<file path="src/rtl/pll_mdrp_pkg.sv">
// rtl/pll_mdrp_pkg.sv - command, MD port opcode and FSM state encodings for the PLL MDRP controller
package pll_mdrp_pkg;

    typedef enum logic [1:0] {
        OP_READ  = 2'b00,
        OP_WRITE = 2'b01,
        OP_APPLY = 2'b10,
        OP_RSVD  = 2'b11
    } cmd_op_e;

    typedef enum logic [1:0] {
        MDOPC_NOP   = 2'b00,
        MDOPC_WRITE = 2'b01,
        MDOPC_READ  = 2'b10,
        MDOPC_ADDR  = 2'b11
    } mdopc_e;

    typedef enum logic [3:0] {
        ST_IDLE,
        ST_ADDR_LO,
        ST_ADDR_HI,
        ST_OP_LO,
        ST_OP_HI,
        ST_RD_WAIT,
        ST_RSP,
        ST_RST_HOLD,
        ST_LOCK_WAIT
    } state_e;

endpackage

</file>
<file path="src/rtl/sync_2ff.sv">
// rtl/sync_2ff.sv - two-flop synchroniser with synchronous clear
module sync_2ff (
    input  logic clk,
    input  logic rst_n,
    input  logic clr,
    input  logic d,
    output logic q
);

    logic meta;

    always_ff @(posedge clk) begin
        if (!rst_n || clr) begin
            meta <= 1'b0;
            q    <= 1'b0;
        end else begin
            meta <= d;
            q    <= meta;
        end
    end

endmodule

</file>
<file path="src/rtl/pll_mdrp_ctrl.sv">
// rtl/pll_mdrp_ctrl.sv - command-driven sequencer for the PLL dynamic reconfiguration port
module pll_mdrp_ctrl
    import pll_mdrp_pkg::*;
#(
    parameter int RD_LAT       = 2,
    parameter int RST_CYCLES   = 16,
    parameter int LOCK_TIMEOUT = 4095
) (
    input  logic       clk,
    input  logic       rst_n,
    input  logic       cmd_valid,
    output logic       cmd_ready,
    input  logic [1:0] cmd_op,
    input  logic [7:0] cmd_addr,
    input  logic [7:0] cmd_wdata,
    output logic       rsp_valid,
    output logic [7:0] rsp_rdata,
    output logic       rsp_err,
    output logic       busy,
    output logic       pll_mdclk,
    output logic [1:0] pll_mdopc,
    output logic       pll_mdainc,
    output logic [7:0] pll_mdwdi,
    input  logic [7:0] pll_mdrdo,
    output logic       pll_reset,
    input  logic       pll_lock
);

    localparam int RD_W   = $clog2(RD_LAT) + 1;
    localparam int RST_W  = $clog2(RST_CYCLES) + 1;
    localparam int LOCK_W = $clog2(LOCK_TIMEOUT) + 1;

    localparam logic [RD_W-1:0]   RD_LAST   = RD_W'(RD_LAT - 1);
    localparam logic [RST_W-1:0]  RST_LAST  = RST_W'(RST_CYCLES - 1);
    localparam logic [LOCK_W-1:0] LOCK_LAST = LOCK_W'(LOCK_TIMEOUT - 1);

    state_e            state, state_d;
    cmd_op_e           op_q;
    logic [7:0]        addr_q, wdata_q;
    logic              err_q, err_d;
    logic              accept;
    logic              rd_hi;
    logic [RD_W-1:0]   rd_cnt;
    logic [RST_W-1:0]  rst_cnt;
    logic [LOCK_W-1:0] lock_cnt;
    logic              lock_s;
    logic [1:0]        opc_d;
    logic [7:0]        wdi_d;

    assign accept     = cmd_valid && cmd_ready;
    assign pll_mdainc = 1'b0;

    // Held clear while the PLL is in reset so a stale lock cannot qualify after release.
    sync_2ff u_lock_sync (
        .clk   (clk),
        .rst_n (rst_n),
        .clr   (pll_reset),
        .d     (pll_lock),
        .q     (lock_s)
    );

    always_ff @(posedge clk) begin
        if (!rst_n) state <= ST_IDLE;
        else        state <= state_d;
    end

    always_comb begin
        state_d = state;
        err_d   = err_q;
        case (state)
            ST_IDLE: begin
                if (accept) begin
                    err_d = 1'b0;
                    case (cmd_op_e'(cmd_op))
                        OP_READ, OP_WRITE: state_d = ST_ADDR_LO;
                        OP_APPLY:          state_d = ST_RST_HOLD;
                        default: begin
                            state_d = ST_RSP;
                            err_d   = 1'b1;
                        end
                    endcase
                end
            end
            ST_ADDR_LO: state_d = ST_ADDR_HI;
            ST_ADDR_HI: state_d = ST_OP_LO;
            ST_OP_LO:   state_d = ST_OP_HI;
            ST_OP_HI:   state_d = (op_q == OP_READ) ? ST_RD_WAIT : ST_RSP;
            ST_RD_WAIT: if (rd_hi && rd_cnt == RD_LAST) state_d = ST_RSP;
            ST_RSP:     state_d = ST_IDLE;
            ST_RST_HOLD: if (rst_cnt == RST_LAST) state_d = ST_LOCK_WAIT;
            ST_LOCK_WAIT: begin
                if (lock_s) begin
                    state_d = ST_RSP;
                end else if (lock_cnt == LOCK_LAST) begin
                    state_d = ST_RSP;
                    err_d   = 1'b1;
                end
            end
            default: state_d = ST_IDLE;
        endcase
    end

    always_ff @(posedge clk) begin
        if (!rst_n) begin
            op_q    <= OP_READ;
            addr_q  <= 8'h00;
            wdata_q <= 8'h00;
            err_q   <= 1'b0;
        end else begin
            if (accept) begin
                op_q    <= cmd_op_e'(cmd_op);
                addr_q  <= cmd_addr;
                wdata_q <= cmd_wdata;
            end
            err_q <= err_d;
        end
    end

    // Each counter is cleared whenever its state is not active, and saturates at its last value.
    always_ff @(posedge clk) begin
        if (!rst_n) begin
            rd_hi    <= 1'b0;
            rd_cnt   <= '0;
            rst_cnt  <= '0;
            lock_cnt <= '0;
        end else begin
            if (state != ST_RD_WAIT) begin
                rd_hi  <= 1'b0;
                rd_cnt <= '0;
            end else begin
                rd_hi <= !rd_hi;
                if (rd_hi && rd_cnt != RD_LAST) rd_cnt <= rd_cnt + 1'b1;
            end
            if (state != ST_RST_HOLD)    rst_cnt <= '0;
            else if (rst_cnt != RST_LAST) rst_cnt <= rst_cnt + 1'b1;
            if (state != ST_LOCK_WAIT)      lock_cnt <= '0;
            else if (lock_cnt != LOCK_LAST) lock_cnt <= lock_cnt + 1'b1;
        end
    end

    always_comb begin
        opc_d = MDOPC_NOP;
        wdi_d = 8'h00;
        case (state)
            ST_ADDR_LO, ST_ADDR_HI: begin
                opc_d = MDOPC_ADDR;
                wdi_d = addr_q;
            end
            ST_OP_LO, ST_OP_HI: begin
                if (op_q == OP_WRITE) begin
                    opc_d = MDOPC_WRITE;
                    wdi_d = wdata_q;
                end else begin
                    opc_d = MDOPC_READ;
                end
            end
            default: ;
        endcase
    end

    // Handshake flags follow the next state so they line up with the state itself.
    always_ff @(posedge clk) begin
        if (!rst_n) begin
            cmd_ready <= 1'b0;
            busy      <= 1'b0;
            rsp_valid <= 1'b0;
            rsp_err   <= 1'b0;
            rsp_rdata <= 8'h00;
            pll_reset <= 1'b0;
            pll_mdclk <= 1'b0;
            pll_mdopc <= MDOPC_NOP;
            pll_mdwdi <= 8'h00;
        end else begin
            cmd_ready <= (state_d == ST_IDLE);
            busy      <= (state_d != ST_IDLE);
            rsp_valid <= (state == ST_RSP);
            rsp_err   <= (state == ST_RSP) && err_q;
            if (state == ST_RSP) rsp_rdata <= (op_q == OP_READ) ? pll_mdrdo : 8'h00;
            pll_reset <= (state == ST_RST_HOLD);
            pll_mdclk <= (state == ST_ADDR_HI) || (state == ST_OP_HI) ||
                         ((state == ST_RD_WAIT) && rd_hi);
            pll_mdopc <= opc_d;
            pll_mdwdi <= wdi_d;
        end
    end

endmodule

</file>
<file path="config.mk">
export PLATFORM = sky130hd
export DESIGN_NAME = pll_mdrp_ctrl
export DESIGN_NICKNAME = d
export VERILOG_FILES = /design/src/rtl/pll_mdrp_pkg.sv /design/src/rtl/sync_2ff.sv /design/src/rtl/pll_mdrp_ctrl.sv
export SDC_FILE = /design/constraint.sdc
export NUM_CORES = 1
export LEC_CHECK = 0
export ABC_AREA = 1
export CAP_MARGIN = 20
export CORE_MARGIN = 1
export CORE_UTILIZATION = 35
export DETAILED_ROUTE_END_ITERATION = 12
export HOLD_SLACK_MARGIN = 0.08
export SLEW_MARGIN = 40
export SYNTH_ARGS = -nofsm -noshare
export SYNTH_HDL_FRONTEND = slang
export SYNTH_SLANG_ARGS = --single-unit
</file>
<file path="constraint.sdc">
create_clock -name clk -period 1.8 [get_ports clk]
set_input_delay 0.36 -clock clk [delete_from_list [all_inputs] [get_ports clk]]
set_output_delay 0.36 -clock clk [all_outputs]
set_load 0.02 [all_outputs]
</file>
; ---- Word level (Yosys, flattened, before mapping)
; Index checks and enable logic that the tools add are counted.
[totals]
output_inout_bits = 25
register_bits = 70
in_bits = 30
wordCells = 89
[op_classes]
muxes = 18
n_bitwise = 1
n_eq_ne = 23
addsub = 3
reduce_logical = 24
[op_table]
columns = operator, count
row1 = case mux 4 bit (8 select lines), 1
row2 = 2-to-1 mux 4 bit, 5
row3 = "equality test 4 x 3 -> 1 bit, second input constant", 4
row4 = 2-to-1 mux 8 bit, 2
row5 = case mux 8 bit (2 select lines), 1
row6 = "adder 13 x 1 -> 13 bit, second input constant", 1
row7 = "equality test 13 x 12 -> 1 bit, second input constant", 1
row8 = "inequality test 13 x 12 -> 1 bit, second input constant", 1
row9 = OR reduction 2 bit, 6
row10 = "equality test 4 x 2 -> 1 bit, second input constant", 2
row11 = logical NOT 4 bit, 2
row12 = "inequality test 4 x 3 -> 1 bit, second input constant", 2
row13 = "equality test 2 x 1 -> 1 bit, second input constant", 3
row14 = "inequality test 2 bit, second input constant", 3
row15 = case mux 3 bit (2 select lines), 1
row16 = "adder 5 x 1 -> 5 bit, second input constant", 1
row17 = "equality test 5 x 4 -> 1 bit, second input constant", 1
row18 = logical AND 1 bit, 5
row19 = "inequality test 5 x 4 -> 1 bit, second input constant", 1
row20 = "equality test 4 x 1 -> 1 bit, second input constant", 1
row21 = "equality test 4 bit, second input constant", 1
row22 = logical NOT 2 bit, 2
row23 = 2-to-1 mux 1 bit, 4
row24 = 2-to-1 mux 2 bit, 2
row25 = other kinds (13), 16

; ---- Depth between registers and ports, before layout
[logic_depth]
depth_word = 6
mapped_depth = 12
mapped_depth_nobuf = 12

; ---- Modules after synthesis
; A second synthesis with hierarchy kept.
[hier_totals]
cells_unflattened = 410
hier_area_um2 = 3029.2
[by_module_without_submodules]
columns = mod, n_inst, seq_area_each_um2, cells_per_inst, area_per_inst_um2
row1 = pll_mdrp_ctrl, 1, 1361.3, 402, 2966.6
row2 = sync_2ff, 1, 40.0, 8, 62.6

; ---- Least setup slack after synthesis
; Ideal clock, no wire load.
[synth_timing]
path_kind = register to register
from = register rst_cnt[1]
to = register busy
t_arrival_ns = 1.477
n_path_buf = 0
path_stages_with_launch = 12
setup_time_ns = 0.129
required_time_ns = 1.671
period_less_slack_ns = 1.606
path_slack_ns = 0.194
cell_sequence = dfxtp_1 -> ha_1 -> nand2_1 -> nor2_1 -> ha_1 -> inv_1 -> nand3_1 -> nand3_1 -> nor2_2 -> nand3_1 -> nor2_1 -> nor2_1
[synth_via]
elab_chain_len = 4
[synth_rtl]
columns = item, line
row1 = from (decl), pll_mdrp_ctrl.sv:44  ; logic [RST_W-1:0] rst_cnt;
row2 = from (signal assigned), pll_mdrp_ctrl.sv:135  ; else if (rst_cnt != RST_LAST) rst_cnt <= rst_cnt + 1'b1;
row3 = equality test 5 x 4 -> 1 bit, pll_mdrp_ctrl.sv:90  ; ST_RST_HOLD: if (rst_cnt == RST_LAST) state_d = ST_LOCK_WAIT;
row4 = 2-to-1 mux 4 bit, pll_mdrp_ctrl.sv:90
row5 = case mux 4 bit (8 select lines), pll_mdrp_ctrl.sv:70  ; case (state)
row6 = nonzero test 4 bit, pll_mdrp_ctrl.sv:175  ; busy <= (state_d != ST_IDLE);
row7 = to (signal assigned), pll_mdrp_ctrl.sv:175
row8 = to (decl), pll_mdrp_ctrl.sv:19  ; output logic busy,
; Every way passes these cells.
; A chain may end at the register's enable or synchronous reset.

; ---- Final worst setup path
[layout_timing]
from = register cmd_ready
to = output cmd_ready
[layout_rtl]
columns = item, line
row1 = from (decl), pll_mdrp_ctrl.sv:12  ; output logic cmd_ready,
row2 = from (signal assigned), pll_mdrp_ctrl.sv:174  ; cmd_ready <= (state_d == ST_IDLE);
; No word-level cell between the ends.

==> flow_metrics.env <==
export IMPL_status="finished, final reports clean"
export IMPL_cp_start_kind="register"
export IMPL_antenna_cells=0
export IMPL_yosys_top_cells_count="dfxtp_1 (70), nor2_1 (57), nand2_1 (56)"
export IMPL_wl_um=6800
export IMPL_synth_most_common_cell="dfxtp_1"
export IMPL_synthAdderAreaFrac_pct=2.09
export IMPL_max_stage_delay_ps=620
export IMPL_fin_skew_ps=11.3
export IMPL_grt_overflow=0
export IMPL_min_delay_start="pll_reset"
export IMPL_fp_dieH_um=94.4
export IMPL_yosys_area_share_simple_pct=31.4
export IMPL_powerDensity_nw_per_um2=1200
export IMPL_min_period_over_period_pct=93.6
export IMPL_hold_ws_ps=449
export IMPL_dp_hpwl_um=4820
export IMPL_cts_buffers=9
export IMPL_ctsRootBufferMaster="clkbuf_8"
export IMPL_wl_met3_um=305
export IMPL_vias=2677
export IMPL_drc_errors=0
export IMPL_ir_worst_vdd_uv=641
export IMPL_hold_path_class="register to register"
export IMPL_start_util_pct=36.2
export IMPL_clockBufferDepth=2
export IMPL_drive_above_1_share_pct=12.9
export IMPL_track_usage_pct=16.8
export IMPL_drt_iter0_markers=123
export IMPL_core_rowCount=33
export IMPL_max_freq_mhz=593
export IMPL_r2r_end="busy"
export IMPL_area_growth_pct=31.9
export IMPL_grt_max_degree=29
export IMPL_rsz0062_at_grt="no"
export IMPL_dieArea_sq_um=8910
export IMPL_routed_via_density=4.76
export IMPL_maxUsedRoutingLayer="met4"
export IMPL_pin_count=55
export IMPL_synth_xor_area_share_pct=2.34
export IMPL_finalCriticalPeriod_ps=1680
export IMPL_synth_area_sq_um=2990
export IMPL_crit_type="register to primary output"
export IMPL_clock_sinks=70
export IMPL_antenna_found_initial=0
export IMPL_place_inst=545
export IMPL_synth_compound_area_share_pct=10.5
export IMPL_pre_cts_ws_ps=80.7
export IMPL_core_area_sq_um=8260
export IMPL_cp_startpoint="cmd_ready"
export IMPL_maxSlewViolCount=0
export IMPL_yosys_warnings=0
export IMPL_crit_slowest_cell="clkdlybuf4s50_1"
export IMPL_syn_inst=387
export IMPL_end_kind="primary output"
export IMPL_crit_buf_inv=1
export IMPL_worst_r2r_setup_slack_ps=190
export IMPL_min_delay_path_depth=1
export IMPL_wl_met2_um=2970
export IMPL_setup_tns_ps=0
export IMPL_hold_path_end="u_lock_sync.meta"
export IMPL_synth_ff_type="dfxtp_1"
export IMPL_multiInputGateArea_sq_um=1390
export IMPL_clk_latency_ps=340
export IMPL_nNetsFinal=488
export IMPL_grt_pass1_vias=2603
export IMPL_cts_htree_levels=3
export IMPL_ys_top_cells_by_area="dfxtp_1 (47%), nor2_1 (7.2%), nand2_1 (7.0%)"
export IMPL_antenna_left=0
export IMPL_cp_required_ps=1440
export IMPL_stdcell_count=562
export IMPL_synth_top_family_by_area="simple AND/OR/NAND/NOR gates"
export IMPL_path_delay_family="buffers and inverters"
export IMPL_grt_pass1_wl_um=11700
export IMPL_yosys_cell_types_count=29
export IMPL_synth_area_per_cell_sq_um=7.72
export IMPL_synthArstFlopShare_pct=0
export IMPL_post_drt_wl_per_cell_um=12.1
export IMPL_ys_ff_latch=70
export IMPL_clk_pin_slew_ps=70
export IMPL_firstDrtPassIters=4
export IMPL_cp_data_arrival_time_ps=1320
export IMPL_gp_congestion=0.875
export IMPL_synth_area_leader_cell="dfxtp_1"
export IMPL_synthMuxAreaShare_pct=0
export IMPL_ys_seq_area_share_pct=46.9
export IMPL_wl_met1_um=3410
export IMPL_r2r_cells=11
export IMPL_crit_fanout=3
export IMPL_path_cells="clkdlybuf4s50_1"
export IMPL_finalWorstSetupSlack_ps=115
export IMPL_synth_edf_count=0
export IMPL_syn_nets=422
export IMPL_r2r_start="rst_cnt[0]"
export IMPL_cts_tree="done"
export IMPL_setup_viol=0
export IMPL_regArea_sq_um=1400
export IMPL_synth_top_area_share_pct=46.9
export IMPL_io_buffers=53
export IMPL_leakagePower_nw=1.50
export IMPL_fill_cells=841
export IMPL_hold_viol_final=0
export IMPL_max_cap_violations=0
export IMPL_die_w_um=94.4
[worst register-to-register path: stages (launching register included)]
cell and delay, ps:
dfxtp_2 330, ha_1 210, nand2_1 70, nor2_1 40, ha_1 180, inv_1 100
buf_4 140, nor2_1 50, nor2_1 140, nand3_1 90, nor2_1 120, nor2_1 50
[where the power goes]
group          switching [mW]  total (mW)  internal [mW]
sequential              0.113        1.83           1.72
clock                   0.585        1.54          0.956
combinational           0.809        1.36          0.549
total                    1.51        4.73           3.23
[state kept, by name (all words and copies together), names as in the netlist]
register / flops
rsp_valid: 1
u_lock_sync.q: 1
cmd_ready: 1
wdata_q: 8
lock_cnt: 13
pll_mdopc: 2
err_q: 1
pll_reset: 1
u_lock_sync.meta: 1
pll_mdclk: 1
pll_mdwdi: 8
op_q: 2
rd_hi: 1
rsp_err: 1
rd_cnt: 2
state: 4
addr_q: 8
busy: 1
rsp_rdata: 8
rst_cnt: 5
[routing by layer]
| metal | global-route usage, % | vias up |
|---|---|---|
| li1 | - | 1409 |
| met1 | 22.8 | 1196 |
| met2 | 25.8 | 63 |
| met3 | 2.98 | 9 |
| met4 | 7.31 | 0 |
| met5 | 0 | - |
[cell type report]
cell class / count / area share (%)
well taps: 105 / 3.33
inverters: 36 / 3.43
clock buffers: 10 / 3.49
multi-input cells: 269 / 35.3
repair buffers: 67 / 16.1
flip-flops and latches: 70 / 35.6
clock inverters: 5 / 2.70
[what timing repair did]
item,CTS,global route
hold buffers,0,0
setup endpoints to repair,0,2
setup buffers,0,2
resized for setup,0,3
[cells by family after synthesis]
| logic type | after synthesis |
|---|---|
| xor gates and xnor gates | 8 |
| and+or+nand+nor | 194 |
| adders and majority gates | 5 |
| DFF | 70 |
| AOI/OAI and AO/OA | 61 |
| buffers and inverters | 48 |
| other | 1 |
[placed cells by master, fill, tap and decap left out, types with 4 or more instances in the layout]
cell type / count
inv_1: 32
nand2_2: 4
a31oi_1: 4
clkdlybuf4s50_1: 53
dfxtp_1: 68
clkbuf_8: 10
buf_4: 14
o21ai_0: 30
nand2_1: 56
ha_1: 5
xor2_1: 5
nand4_1: 16
nor2_4: 6
nor3_1: 5
nor2_1: 57
a21oi_1: 25
nand3_1: 33
nor2_2: 7
[per-stage QoR]
stage	cell area, sq um	utilization [%]	total power, mW
after floorplan	2990	-	2.72
after global placement	3680	44.5	3.14
after detailed placement	3680	44.5	3.15
after CTS	3920	47.5	4.71
after global routing	3940	47.7	5.00
final	3940	47.7	4.73
[worst max-delay path by stage]
stage,end,cells after the start
floorplan,busy,11
global route,cmd_ready,12
global placement,cmd_ready,10
CTS,cmd_ready,1
finish,cmd_ready,1
detailed placement,busy,9
Note: power is estimated with default switching activity, not from simulation.
